## config.mk

```make
export PLATFORM = sky130hd
export DESIGN_NAME = io_port_bridge
export DESIGN_NICKNAME = d
export VERILOG_FILES = /design/src/rtl/io_port_pkg.sv /design/src/rtl/io_sync_fifo.sv /design/src/rtl/io_port_bridge.sv
export SDC_FILE = /design/constraint.sdc
export NUM_CORES = 1
export LEC_CHECK = 0
export ABC_CLOCK_PERIOD_IN_PS = 6600
export CAP_MARGIN = 20
export CORE_ASPECT_RATIO = 0.75
export CORE_MARGIN = 10
export CORE_UTILIZATION = 64
export CTS_BUF_LIST = sky130_fd_sc_hd__clkbuf_8 sky130_fd_sc_hd__clkbuf_16
export CTS_CLUSTER_DIAMETER = 200
export DETAILED_ROUTE_END_ITERATION = 10
export GPL_TIMING_DRIVEN = 0
export MAX_ROUTING_LAYER = met4
export PLACE_DENSITY = 0.85
export SLEW_MARGIN = 20
export SYNTH_ARGS = -nofsm -noshare
export SYNTH_HDL_FRONTEND = slang
export SYNTH_SLANG_ARGS = --single-unit
```

## constraint.sdc

```tcl
create_clock -name clk -period 6.6 [get_ports clk]
set_clock_uncertainty 0.1 [all_clocks]
set_input_delay 0.99 -clock clk [delete_from_list [all_inputs] [get_ports clk]]
set_output_delay 0.99 -clock clk [all_outputs]
set_load 0.005 [all_outputs]
```

## src/rtl/io_port_pkg.sv

```systemverilog
// Shared constants and helpers for the IO port bridge.
// The optional statistics counters are enabled with IO_PORT_STAT_EN.
package io_port_pkg;

    localparam int STATW = 16;

    function automatic int clog2_min1(input int n);
        return (n <= 2) ? 1 : $clog2(n);
    endfunction

    // Width of one output FIFO entry: {channel, data}.
    function automatic int entry_width(input int nboa, input int nubits);
        return nboa + nubits;
    endfunction

    // Saturating event counter. A clear still counts an event seen in the same cycle.
    function automatic logic [STATW-1:0] stat_next(input logic [STATW-1:0] cnt,
                                                   input logic ev, input logic clr);
        if (clr)
            return {{(STATW-1){1'b0}}, ev};
        else if (ev && cnt != {STATW{1'b1}})
            return cnt + STATW'(1);
        else
            return cnt;
    endfunction

endpackage

```

## src/rtl/io_sync_fifo.sv

```systemverilog
// Synchronous FIFO with registered storage and an occupancy counter.
// Head data is read straight from storage, so there is no fall-through.
module io_sync_fifo #(
    parameter int W  = 8,
    parameter int AW = 3
) (
    input  logic         clk,
    input  logic         rst,
    input  logic         push_i,
    input  logic         pop_i,
    input  logic [W-1:0] wdata_i,
    output logic [W-1:0] rdata_o,
    output logic         full_o,
    output logic         empty_o
);
    localparam int DEPTH = 1 << AW;

    logic [W-1:0]  mem_q [DEPTH];
    logic [AW-1:0] wr_ptr_q, rd_ptr_q;
    logic [AW:0]   count_q, count_d;
    logic          do_push, do_pop;

    assign full_o  = (count_q == (AW+1)'(DEPTH));
    assign empty_o = (count_q == '0);
    assign rdata_o = mem_q[rd_ptr_q];

    // A push into a full FIFO is accepted only when the head leaves in the same cycle.
    assign do_pop  = pop_i & ~empty_o;
    assign do_push = push_i & (~full_o | do_pop);

    always_comb begin
        count_d = count_q;
        case ({do_push, do_pop})
            2'b10:   count_d = count_q + 1'b1;
            2'b01:   count_d = count_q - 1'b1;
            default: count_d = count_q;
        endcase
    end

    always_ff @(posedge clk) begin
        if (rst) begin
            for (int i = 0; i < DEPTH; i++) mem_q[i] <= '0;
            wr_ptr_q <= '0;
            rd_ptr_q <= '0;
            count_q  <= '0;
        end else begin
            if (do_push) begin
                mem_q[wr_ptr_q] <= wdata_i;
                wr_ptr_q        <= wr_ptr_q + 1'b1;
            end
            if (do_pop) rd_ptr_q <= rd_ptr_q + 1'b1;
            count_q <= count_d;
        end
    end

endmodule

```

## src/rtl/io_port_bridge.sv

```systemverilog
// IO bus responder: input holding registers for core reads, output FIFO for core writes.
// Define IO_PORT_STAT_EN to add saturating ovf_cnt/udf_cnt event counters.
module io_port_bridge
    import io_port_pkg::*;
#(
    parameter int NUBITS = 32,
    parameter int NUIOIN = 8,
    parameter int NUIOOU = 8,
    parameter int FDEPTH = 3,
    parameter int NBIA   = clog2_min1(NUIOIN),
    parameter int NBOA   = clog2_min1(NUIOOU)
) (
    input  logic              clk,
    input  logic              rst,
    input  logic              req_in,
    input  logic [NBIA-1:0]   addr_in,
    output logic [NUBITS-1:0] io_in,
    input  logic              out_en,
    input  logic [NBOA-1:0]   addr_out,
    input  logic [NUBITS-1:0] data_out,
    input  logic              ext_wr,
    input  logic [NBIA-1:0]   ext_wr_addr,
    input  logic [NUBITS-1:0] ext_wr_data,
    output logic [NUIOIN-1:0] ch_valid,
    output logic              out_valid,
    input  logic              out_ready,
    output logic [NBOA-1:0]   out_addr,
    output logic [NUBITS-1:0] out_data,
    output logic              ovf,
    output logic              udf,
`ifdef IO_PORT_STAT_EN
    output logic [STATW-1:0]  ovf_cnt,
    output logic [STATW-1:0]  udf_cnt,
`endif
    input  logic              clr_flags
);
    localparam int NPAD = 1 << NBIA;
    localparam int EW   = entry_width(NBOA, NUBITS);

    logic [NUBITS-1:0] hold_q [NPAD];
    logic [NPAD-1:0]   valid_q, valid_d, ch_exists;
    logic              ovf_q, ovf_d, udf_q, udf_d;
    logic              rd_miss, wr_ok, drop;
    logic              fifo_full, fifo_empty, pop;
    logic [EW-1:0]     fifo_rdata;

    // Channel addresses past NUIOIN are decodable but have no storage behind them.
    always_comb begin
        ch_exists = '0;
        for (int i = 0; i < NUIOIN; i++) ch_exists[i] = 1'b1;
    end

    assign io_in   = ch_exists[addr_in] ? hold_q[addr_in] : '0;
    assign rd_miss = req_in & ~(ch_exists[addr_in] & valid_q[addr_in]);
    assign wr_ok   = ext_wr & ch_exists[ext_wr_addr];

    // The producer write is applied after the read clear, so it wins on a shared channel.
    always_comb begin
        valid_d = valid_q;
        if (req_in) valid_d[addr_in] = 1'b0;
        if (wr_ok)  valid_d[ext_wr_addr] = 1'b1;
    end

    assign pop   = out_valid & out_ready;
    assign drop  = out_en & fifo_full & ~pop;
    assign ovf_d = drop | (ovf_q & ~clr_flags);
    assign udf_d = rd_miss | (udf_q & ~clr_flags);

    always_ff @(posedge clk) begin
        if (rst) begin
            for (int i = 0; i < NPAD; i++) hold_q[i] <= '0;
            valid_q <= '0;
            ovf_q   <= 1'b0;
            udf_q   <= 1'b0;
        end else begin
            if (wr_ok) hold_q[ext_wr_addr] <= ext_wr_data;
            valid_q <= valid_d;
            ovf_q   <= ovf_d;
            udf_q   <= udf_d;
        end
    end

    io_sync_fifo #(.W(EW), .AW(FDEPTH)) u_fifo (
        .clk     (clk),
        .rst     (rst),
        .push_i  (out_en),
        .pop_i   (pop),
        .wdata_i ({addr_out, data_out}),
        .rdata_o (fifo_rdata),
        .full_o  (fifo_full),
        .empty_o (fifo_empty)
    );

    assign out_valid            = ~fifo_empty;
    assign {out_addr, out_data} = fifo_rdata;
    assign ch_valid             = valid_q[NUIOIN-1:0];
    assign ovf                  = ovf_q;
    assign udf                  = udf_q;

`ifdef IO_PORT_STAT_EN
    logic [STATW-1:0] ovf_cnt_q, udf_cnt_q;

    always_ff @(posedge clk) begin
        if (rst) begin
            ovf_cnt_q <= '0;
            udf_cnt_q <= '0;
        end else begin
            ovf_cnt_q <= stat_next(ovf_cnt_q, drop, clr_flags);
            udf_cnt_q <= stat_next(udf_cnt_q, rd_miss, clr_flags);
        end
    end

    assign ovf_cnt = ovf_cnt_q;
    assign udf_cnt = udf_cnt_q;
`endif

endmodule

```

==> metrics.txt, run 1 <==
result of the run finished, final reports clean; Unique masters post-synth 47; initial antenna violation count 3; Vias 14950; final wirelength 62640 um; Root Driver clkbuf_16; Clk pin slew, worst setup/hold paths 60 ps; WP data required 5510 ps; crit path max fanout 10; worst reg-to-reg setup slack 3770 ps; logic gate share of total power 0.169; number of hold violations in the final report 0; Layout fillers 2137; Arr. time, crit path 3410 ps; Worst setup SP type primary input; sequential cell area 16560 um^2; layout net count 1906; Reg power frac 0.485; full die area 46750 um^2; Syn Area/Cell 15.39 um^2; setup_tns 0 ps; Lkg Pwr 9.988 nW; hold slack 394.1 ps; reg2reg path depth 10; Hold Path Origin u_fifo.rd_ptr_q[1]; Max-Cap Viols 0; Final period util 0.6824; flops & latches, synth 559; Final setup viols 0; hold depth 2; R2R Path End u_fifo.count_q[3]; pin count of the biggest net entering global routing 36; # clock sinks 559; leading post-synthesis cells by cell area edfxtp_1, mux4_2, and2_1; R2R Path Start u_fifo.count_q[1]; Synth Warn # 0; Longest Clk Path Bufs 3; Global Route Usage Sum 0.2794; dpl hpwl 41600 um; Crit Path Class in -> out; cts hold-fix bufs 0; Ports 158; worst min path class reg -> reg; Initial DRC Count 1942; post-CTS setup buffers 0; die height 189.8 um; unrepaired setup endpoints after global routing no; Switching Fraction 0.2450; vias per std cell 6.280; share of cells above drive strength 1 0.1995; Max VDD drop 0.2002 mV; Port Buffers 154; sequential-to-total area share from yosys stat 0.6732; Pre-Repair DR Iteration Count 6; H-Tree Depth 2; worst-margin pin slew 1062 ps; Clock power frac 0.347; share of the synthesized area in the top cell type 0.6545; Initial Util 0.6457; asr flop ratio synth 0; cells resized by post-CTS repair 0; FP Rows 62; Max Slew Vio Count 0; most common flop cell mapped by yosys edfxtp_1; Net Switching 2.121 mW; syn nets 1683; combined area of the multi-input logic cells 7589 um^2; vias in the first global route 15900; maximum clock frequency 222.0 MHz; GR Overflow Total 0; CTS tree built; Pint 6.535 mW; Synth Instances 1598; area leader, netlist edfxtp_1; Residual DRC 0; cts bufs inserted 52; Syn-to-layout area delta 17.66%; ANT nets after route 0; global-route wire length before repair 94830 um; drt wl/cell 26.31 um; Die Wd 246.4 um; Mapped Area 24590 um^2; core area 38090 um^2; Slew Limit Headroom 0.2917; PwrDens 299.1 nW/um^2; Worst setup EP type primary output; clk_lat worst skew 590 ps; min Tclk post-route 4504 ps; Placer Congestion 0.8579; Post-synth EDFFs 536
==> Yosys cell counts (2+ instances only) <==
library cell and number:
edfxtp_1 536, inv_1 4, xor2_1 5, a21oi_1 4
nand2b_1 7, nor2b_1 5, nand3_1 8, buf_6 8
o311ai_0 2, nor3_1 3, nand4_1 2, o21ai_0 10
or2_2 2, dfxtp_1 23, nand2_1 79, a21o_1 3
nand4b_1 3, nand3b_1 3, buf_2 37, mux2_2 69
a41o_1 2, ha_1 5, and2_1 256, buf_4 2
nor2_1 298, mux4_2 135, clkbuf_1 60, a31o_2 6
mux2i_1 3
==> flip-flops by register name, summed over array words and instances (netlist names), named ones only <==
signal           flops
u_fifo.count_q       4
ovf                  1
u_fifo.mem_q       280
hold_q             256
ch_valid             8
u_fifo.rd_ptr_q      3
udf                  1
u_fifo.wr_ptr_q      3
==> logic make-up (layout without fill, tap and decap cells) <==
| kind of cell | Yosys count | after routing | share of synthesized area |
|---|---|---|---|
| DFF | 559 | 559 | 0.6732 |
| muxes | 207 | 207 | 0.1564 |
| AOI/OAI and AO/OA | 31 | 31 | 0.009005 |
| buffers and inverters | 114 | 381 | 0.02208 |
| and+or+nand+nor | 676 | 676 | 0.1346 |
| xor gates and xnor gates | 6 | 6 | 0.002137 |
| other | 0 | 4 | 0 |
| adders and majority gates | 5 | 5 | 0.002544 |
==> critical path, cell delays in order <==
cell and delay, ps:
clkbuf_1 470, clkbuf_1 750, mux4_2 430, mux2_2 300, clkdlybuf4s50_1 460
==> per-stage QoR <==
stage               power, mW  worst slack [ps]  utilization  instances  area, um^2
detailed placement      5.714              2069       0.7148       2279       27230
global placement        5.645            -342.8       0.7030       2264       26780
global route            8.916              2027       0.7596       2379       28930
finish                  8.655              2096       0.7597       2381       28940
CTS                     8.659              2089       0.7593       2377       28920
floorplan               5.071              2441            -       1598       24590
==> final cells by class <==
cell class                 count  share of cell area
antenna                        4           0.0003459
buffer                       109             0.01812
clock buffer                  54             0.04670
clock inverter                44             0.01189
inverter                       5           0.0006486
multi-input combinational    925              0.2622
sequential                   559              0.5721
tap                          512             0.02214
timing repair buffer         169             0.06581
==> worst max path at each step <==
stage	start	slack [ps]	depth (start not counted)	endpoint
global route	addr_in[2]	2030	5	io_in[5]
floorplan	rst	2440	3	hold_q[5][0]
global placement	rst	-340	4	hold_q[6][15]
CTS	addr_in[2]	2090	5	io_in[2]
finish	addr_in[2]	2100	5	io_in[2]
detailed placement	rst	2070	5	hold_q[0][15]
==> power by group through the flow <==
stage	combinational [mW]	sequential (mW)	clock (mW)
6_report	1.46	4.20	3.00
5_1_grt	1.55	4.21	3.15
4_1_cts	1.46	4.20	3.00
3_5_place_dp	1.45	4.27	0
3_3_place_gp	1.39	4.26	0
2_1_floorplan	0.831	4.24	0
==> routing by layer <==
layer,GRT usage,part of all wire
met5,-,0
met2,0.4462,0.49
met1,0.3686,0.37
met3,0.05003,0.11
met4,0.07723,0.024
==> cell usage in the layout, fill, tap and decap left out, drive strengths merged, types with 4 or more instances in the layout <==
master	Yosys	routed
nor2	299	299
inv	5	10
mux2	69	69
nor2b	5	5
clkbuf	61	115
a31o	6	6
nand2	80	80
a21oi	4	4
mux4	135	135
o21ai	10	10
nand3	9	9
bufinv	0	5
buf	48	63
diode	0	4
ha	5	5
clkdlybuf4s50	0	154
and2	256	256
clkinv	0	33
dfxtp	23	23
xor2	5	5
edfxtp	536	536
nand2b	7	7
No activity file was read; power rests on OpenSTA's default activity.
==> run 2: changes to the inputs <==
Settings changed: ABC_CLOCK_PERIOD_IN_PS 6600 to 4200, CORE_UTILIZATION 64 to 59, PLACE_DENSITY 0.85 to 0.79.
Clock period 6.6 ns to 4.2 ns, I/O delays scaled along.
==> run 2 against run 1 <==
Compared with the run above: routed wire length shrank 2.1%; critical path type is now reg -> out; critical endpoint is now out_data[30]; count of clock-buffer cells in the layout is 2 lower; non-clock buffer count grew 2.
==> metrics.txt, run 2 (synthesis results as in run 1) <==
Residual DRC 0; hold slack 398.7 ps; Worst setup EP type primary output; vias in the first global route 15180; Crit-path slowest cell mux4_2; post-CTS setup buffers 0; leading cell type in the layout, fill and taps excluded edfxtp_1; CTS tree built; pre-CTS WS 176.0 ps; setup_tns 0 ps; full die area 50340 um^2; Syn-to-layout area delta 17.66%; Vias 14620; ANT nets after route 0; commonest non-fill, non-tap cells in the layout edfxtp_1, nor2_1, and2_1, clkdlybuf4s50_1, mux4_2; die height 196.8 um; layout net count 1908; initial antenna violation count 4; dpl hpwl 41460 um; result of the run finished, final reports clean; Port Buffers 154; dpl cells 2330; Die Wd 255.8 um; Root Driver clkbuf_16; number of hold violations in the final report 0; combined area of the multi-input logic cells 7584 um^2; GR Overflow Total 0; routed wl met2 29230 um; top sig layer met4; Design Area, Final 28940 um^2; Arr. time, crit path 3170 ps; Pre-Repair DR Iteration Count 6; metal1 wirelength 25050 um; Crit Path Class reg -> out; worst-margin pin slew 1102 ps; Placer Congestion 0.8223; Longest Clk Path Bufs 3; Slew Limit Headroom 0.2655; met3 WL post-DR 6053 um; Lkg Pwr 9.970 nW; vias per std cell 6.017; fin cells 2429; Largest Register u_fifo.mem_q; Max Slew Vio Count 0; Initial DRC Count 1738; Worst setup SP type flop; Initial Util 0.5999; Final Util 0.7058; final wirelength 61310 um; cts hold-fix bufs 0; worst reg-to-reg setup slack 1440 ps; Global Route Usage Sum 0.2495; sequential cell area 16560 um^2; FP Rows 64; global-route wire length before repair 92560 um; slack of the critical path 302.8 ps; # clock sinks 559; crit path max fanout 10; min Tclk post-route 3897 ps; Clk pin slew, worst setup/hold paths 70 ps; Max VDD drop 0.3888 mV; drt wl/cell 25.24 um; Critical Path, Cell by Cell clkbuf_1 -> buf_2 -> mux4_2 -> mux2_2 -> clkdlybuf4s50_1; Post-Place Cell Area 27320 um^2; maximum clock frequency 256.6 MHz; WP data required 3470 ps; Final period util 0.9279; cells resized by post-CTS repair 0; Max-Cap Viols 0; unrepaired setup endpoints after global routing no; cts bufs inserted 52; H-Tree Depth 2; max reg flops 280; core area 41000 um^2; Tot Pwr 13.41 mW; CP Buf/Inv Count 3; Crit path largest cell delay 590 ps; worst min path class reg -> reg; Ports 158; pin count of the biggest net entering global routing 36; clk_lat worst skew 590 ps; Layout fillers 2693; CP delay by family, top buffers and inverters; share of cells above drive strength 1 0.1981; PwrDens 463.4 nW/um^2; Final setup viols 0
==> run 2: cell count changes in the layout (fill, tap and decap cells not counted), sizes merged <==
| cell | before | now |
|---|---|---|
| clkinv | 33 | 27 |
| inv | 10 | 14 |
| buf | 63 | 65 |
| clkbuf | 115 | 113 |
| bufinv | 5 | 4 |
| clkinvlp | 1 | 2 |
| diode | 4 | 5 |
==> run 2: where the power goes <==
part | internal, mW | leakage [nW] | total [mW] | switching [mW]
clock | 2.49 | 0.823 | 4.53 | 2.04
combinational | 1.16 | 3.59 | 2.30 | 1.13
sequential | 6.47 | 5.55 | 6.58 | 0.110
total | 10.1 | 9.97 | 13.4 | 3.28
==> run 2: area by class of cell <==
class                      count  share of cell area
clock buffer                  52             0.04497
buffer                       109             0.01812
sequential                   559              0.5721
tap                          561             0.02426
multi-input combinational    925              0.2621
antenna                        5           0.0004324
clock inverter                42             0.01051
inverter                       5           0.0006486
timing repair buffer         171             0.06685
==> run 2: worst paths after layout <==
check	end	from	depth (start not counted)
setup / recovery	out_data[30]	flop	5
hold / removal	u_fifo.rd_ptr_q[1]	u_fifo.rd_ptr_q[1]	2
setup reg to reg	u_fifo.count_q[3]	u_fifo.count_q[1]	10
hold reg to reg	u_fifo.rd_ptr_q[1]	u_fifo.rd_ptr_q[1]	2
==> run 2: per-layer routing <==
metal | vias to the layer above | GRT usage
met5 | - | -
met4 | 0 | 0.05301
met3 | 78 | 0.04978
met2 | 777 | 0.3855
met1 | 7421 | 0.3437
li1 | 6339 | -
==> run 2: worst register-to-register path: cells and delay by family (launching register included) <==
family                   cells  cell delay [ps]
buffers and inverters        3              440
AND/OR/NAND/NOR              4             1120
adder cells (fa/ha/maj)      1              290
AO/OA/AOI/OAI                2              470
flip-flops                   1              290
==> run 3: changes to the inputs <==
Settings changed: CORE_MARGIN 10 to 2.
==> run 3 against run 2 <==
Compared with the run above: sequential share of layout area down 0.51 points; critical path depth did not move; power is 4.5% higher; combinational power about the same; worst hold slack worse by 8.5 ps; critical path type unchanged; global-route usage is 4.7 points higher.
==> metrics.txt, run 3 (synthesis results as in run 1) <==
sequential cell area 16560 um^2; hold depth 2; Max Slew Vio Count 0; Pint 10.68 mW; unrepaired setup endpoints after global routing no; R2R Path Start u_fifo.count_q[1]; result of the run finished, final reports clean; # clock sinks 559; Syn-to-layout area delta 18.72%; Pre-Repair DR Iteration Count 6; Clock power frac 0.366; Largest Register u_fifo.mem_q; full die area 43350 um^2; layout net count 1910; worst-margin pin slew 1106 ps; pin count of the biggest net entering global routing 36; combined area of the multi-input logic cells 7584 um^2; Port Buffers 154; Final setup viols 0; hold slack 390.3 ps; R2R Path End u_fifo.count_q[3]; cts bufs inserted 54; Crit Path Class reg -> out; Final Util 0.7135; cells resized by post-CTS repair 0; core area 40920 um^2; Initial Util 0.6010; Worst setup SP type flop; M3 GR Usage 0.04813; met1 Use GR 0.4327; Slew Limit Headroom 0.2630; dpl hpwl 40130 um; post-CTS setup buffers 0; crit path max fanout 10; share of cells above drive strength 1 0.2014; vias per std cell 6.067; min Tclk post-route 3936 ps; Arr. time, crit path 3210 ps; Longest Clk Path Bufs 3; drt wl/cell 25.14 um; Lkg Pwr 10.09 nW; leading cell type in the layout, fill and taps excluded edfxtp_1; cts hold-fix bufs 0; global-route wire length before repair 92050 um; FP Rows 64; Clk pin slew, worst setup/hold paths 60 ps; number of hold violations in the final report 0; Layout fillers 2642; final wirelength 61110 um; Vias 14750; Residual DRC 0; Worst setup EP type primary output; die height 180.8 um; Reg power frac 0.470; maximum clock frequency 254.0 MHz; H-Tree Depth 2; Initial DRC Count 1860; Root Driver clkbuf_16; worst min path class reg -> reg; Max-Cap Viols 0; worst reg-to-reg setup slack 1380 ps; CTS tree built; busiest metal layer after global routing met2; clk_lat worst skew 590 ps; PwrDens 480.1 nW/um^2; WP data required 3470 ps; ANT nets after route 0; Final period util 0.9372; Placer Congestion 0.8143; max reg flops 280; Die Wd 239.8 um; initial antenna violation count 3; GRT met2 Usage 0.4421; Global Route Usage Sum 0.2966; Hold Path Origin u_fifo.rd_ptr_q[1]; commonest non-fill, non-tap cells in the layout edfxtp_1, nor2_1, and2_1, clkdlybuf4s50_1, mux4_2; vias in the first global route 15200; logic gate share of total power 0.164; Ports 158; GR Overflow Total 0; Max VDD drop 0.4027 mV; Net Switching 3.342 mW; reg2reg path depth 11; Switching Fraction 0.2384
## run 3: cell count changes in the layout (fill, tap and decap cells not counted)
cell	delta
buf_12	-1
buf_16	+2
buf_8	-1
bufinv_16	+7
clkbuf_16	+3
clkinv_1	-2
clkinv_2	-1
clkinv_8	-1
clkinvlp_4	-1
diode_2	-2
inv_1	-1
## run 3: worst max path at each step
stage,cells after the start,slack [ps],start,endpoint
2_1_floorplan,3,400,rst,hold_q[5][0]
3_3_place_gp,4,-2520,rst,hold_q[7][25]
3_5_place_dp,5,160,rst,hold_q[0][20]
4_1_cts,5,260,flop,out_addr[2]
5_1_grt,5,170,flop,out_data[28]
6_report,5,260,flop,out_data[28]
## run 3: worst max-delay path, cell delays in order, from the launching register on
cell             delay [ps]
dfxtp_1                 310
clkbuf_1                440
clkbuf_1                640
mux4_2                  420
mux2_2                  270
clkdlybuf4s50_1         530
## run 3: layer usage
metal	vias up	wire, um
met3	104	5371
met2	772	28810
li1	6345	-
met4	0	1452
met1	7529	25480
met5	-	0
## run 3: power groups by stage
stage | Clock [mW] | Sequential [mW] | Combinational (mW)
floorplan | 0 | 6.66 | 1.31
global placement | 0 | 6.70 | 2.17
detailed placement | 0 | 6.70 | 2.27
CTS | 5.16 | 6.59 | 2.31
global route | 5.40 | 6.61 | 2.44
finish | 5.13 | 6.59 | 2.30
## run 3: layout make-up
| class | instances | area share |
|---|---|---|
| repair buffers | 171 | 0.06694 |
| diodes | 3 | 0.0002571 |
| well taps | 561 | 0.02404 |
| inverters | 5 | 0.0006428 |
| plain buffers | 109 | 0.01796 |
| flip-flops and latches | 559 | 0.5670 |
| clock buffers | 55 | 0.04714 |
| clock inverters | 43 | 0.01624 |
| multi-input cells | 925 | 0.2597 |
## run 3: stage by stage
stage                     power [mW]  TNS, ps  cells  setup slack, ps  instance area, um^2
final                          14.02        0   2431            263.7                29200
after CTS                      14.05        0   2428            261.4                29190
after global placement         8.863  -459650   2313            -2516                26840
after global routing           14.45        0   2431            165.7                29200
after detailed placement       8.973        0   2330            164.5                27340
after floorplan                7.968        0   1598            401.3                24590
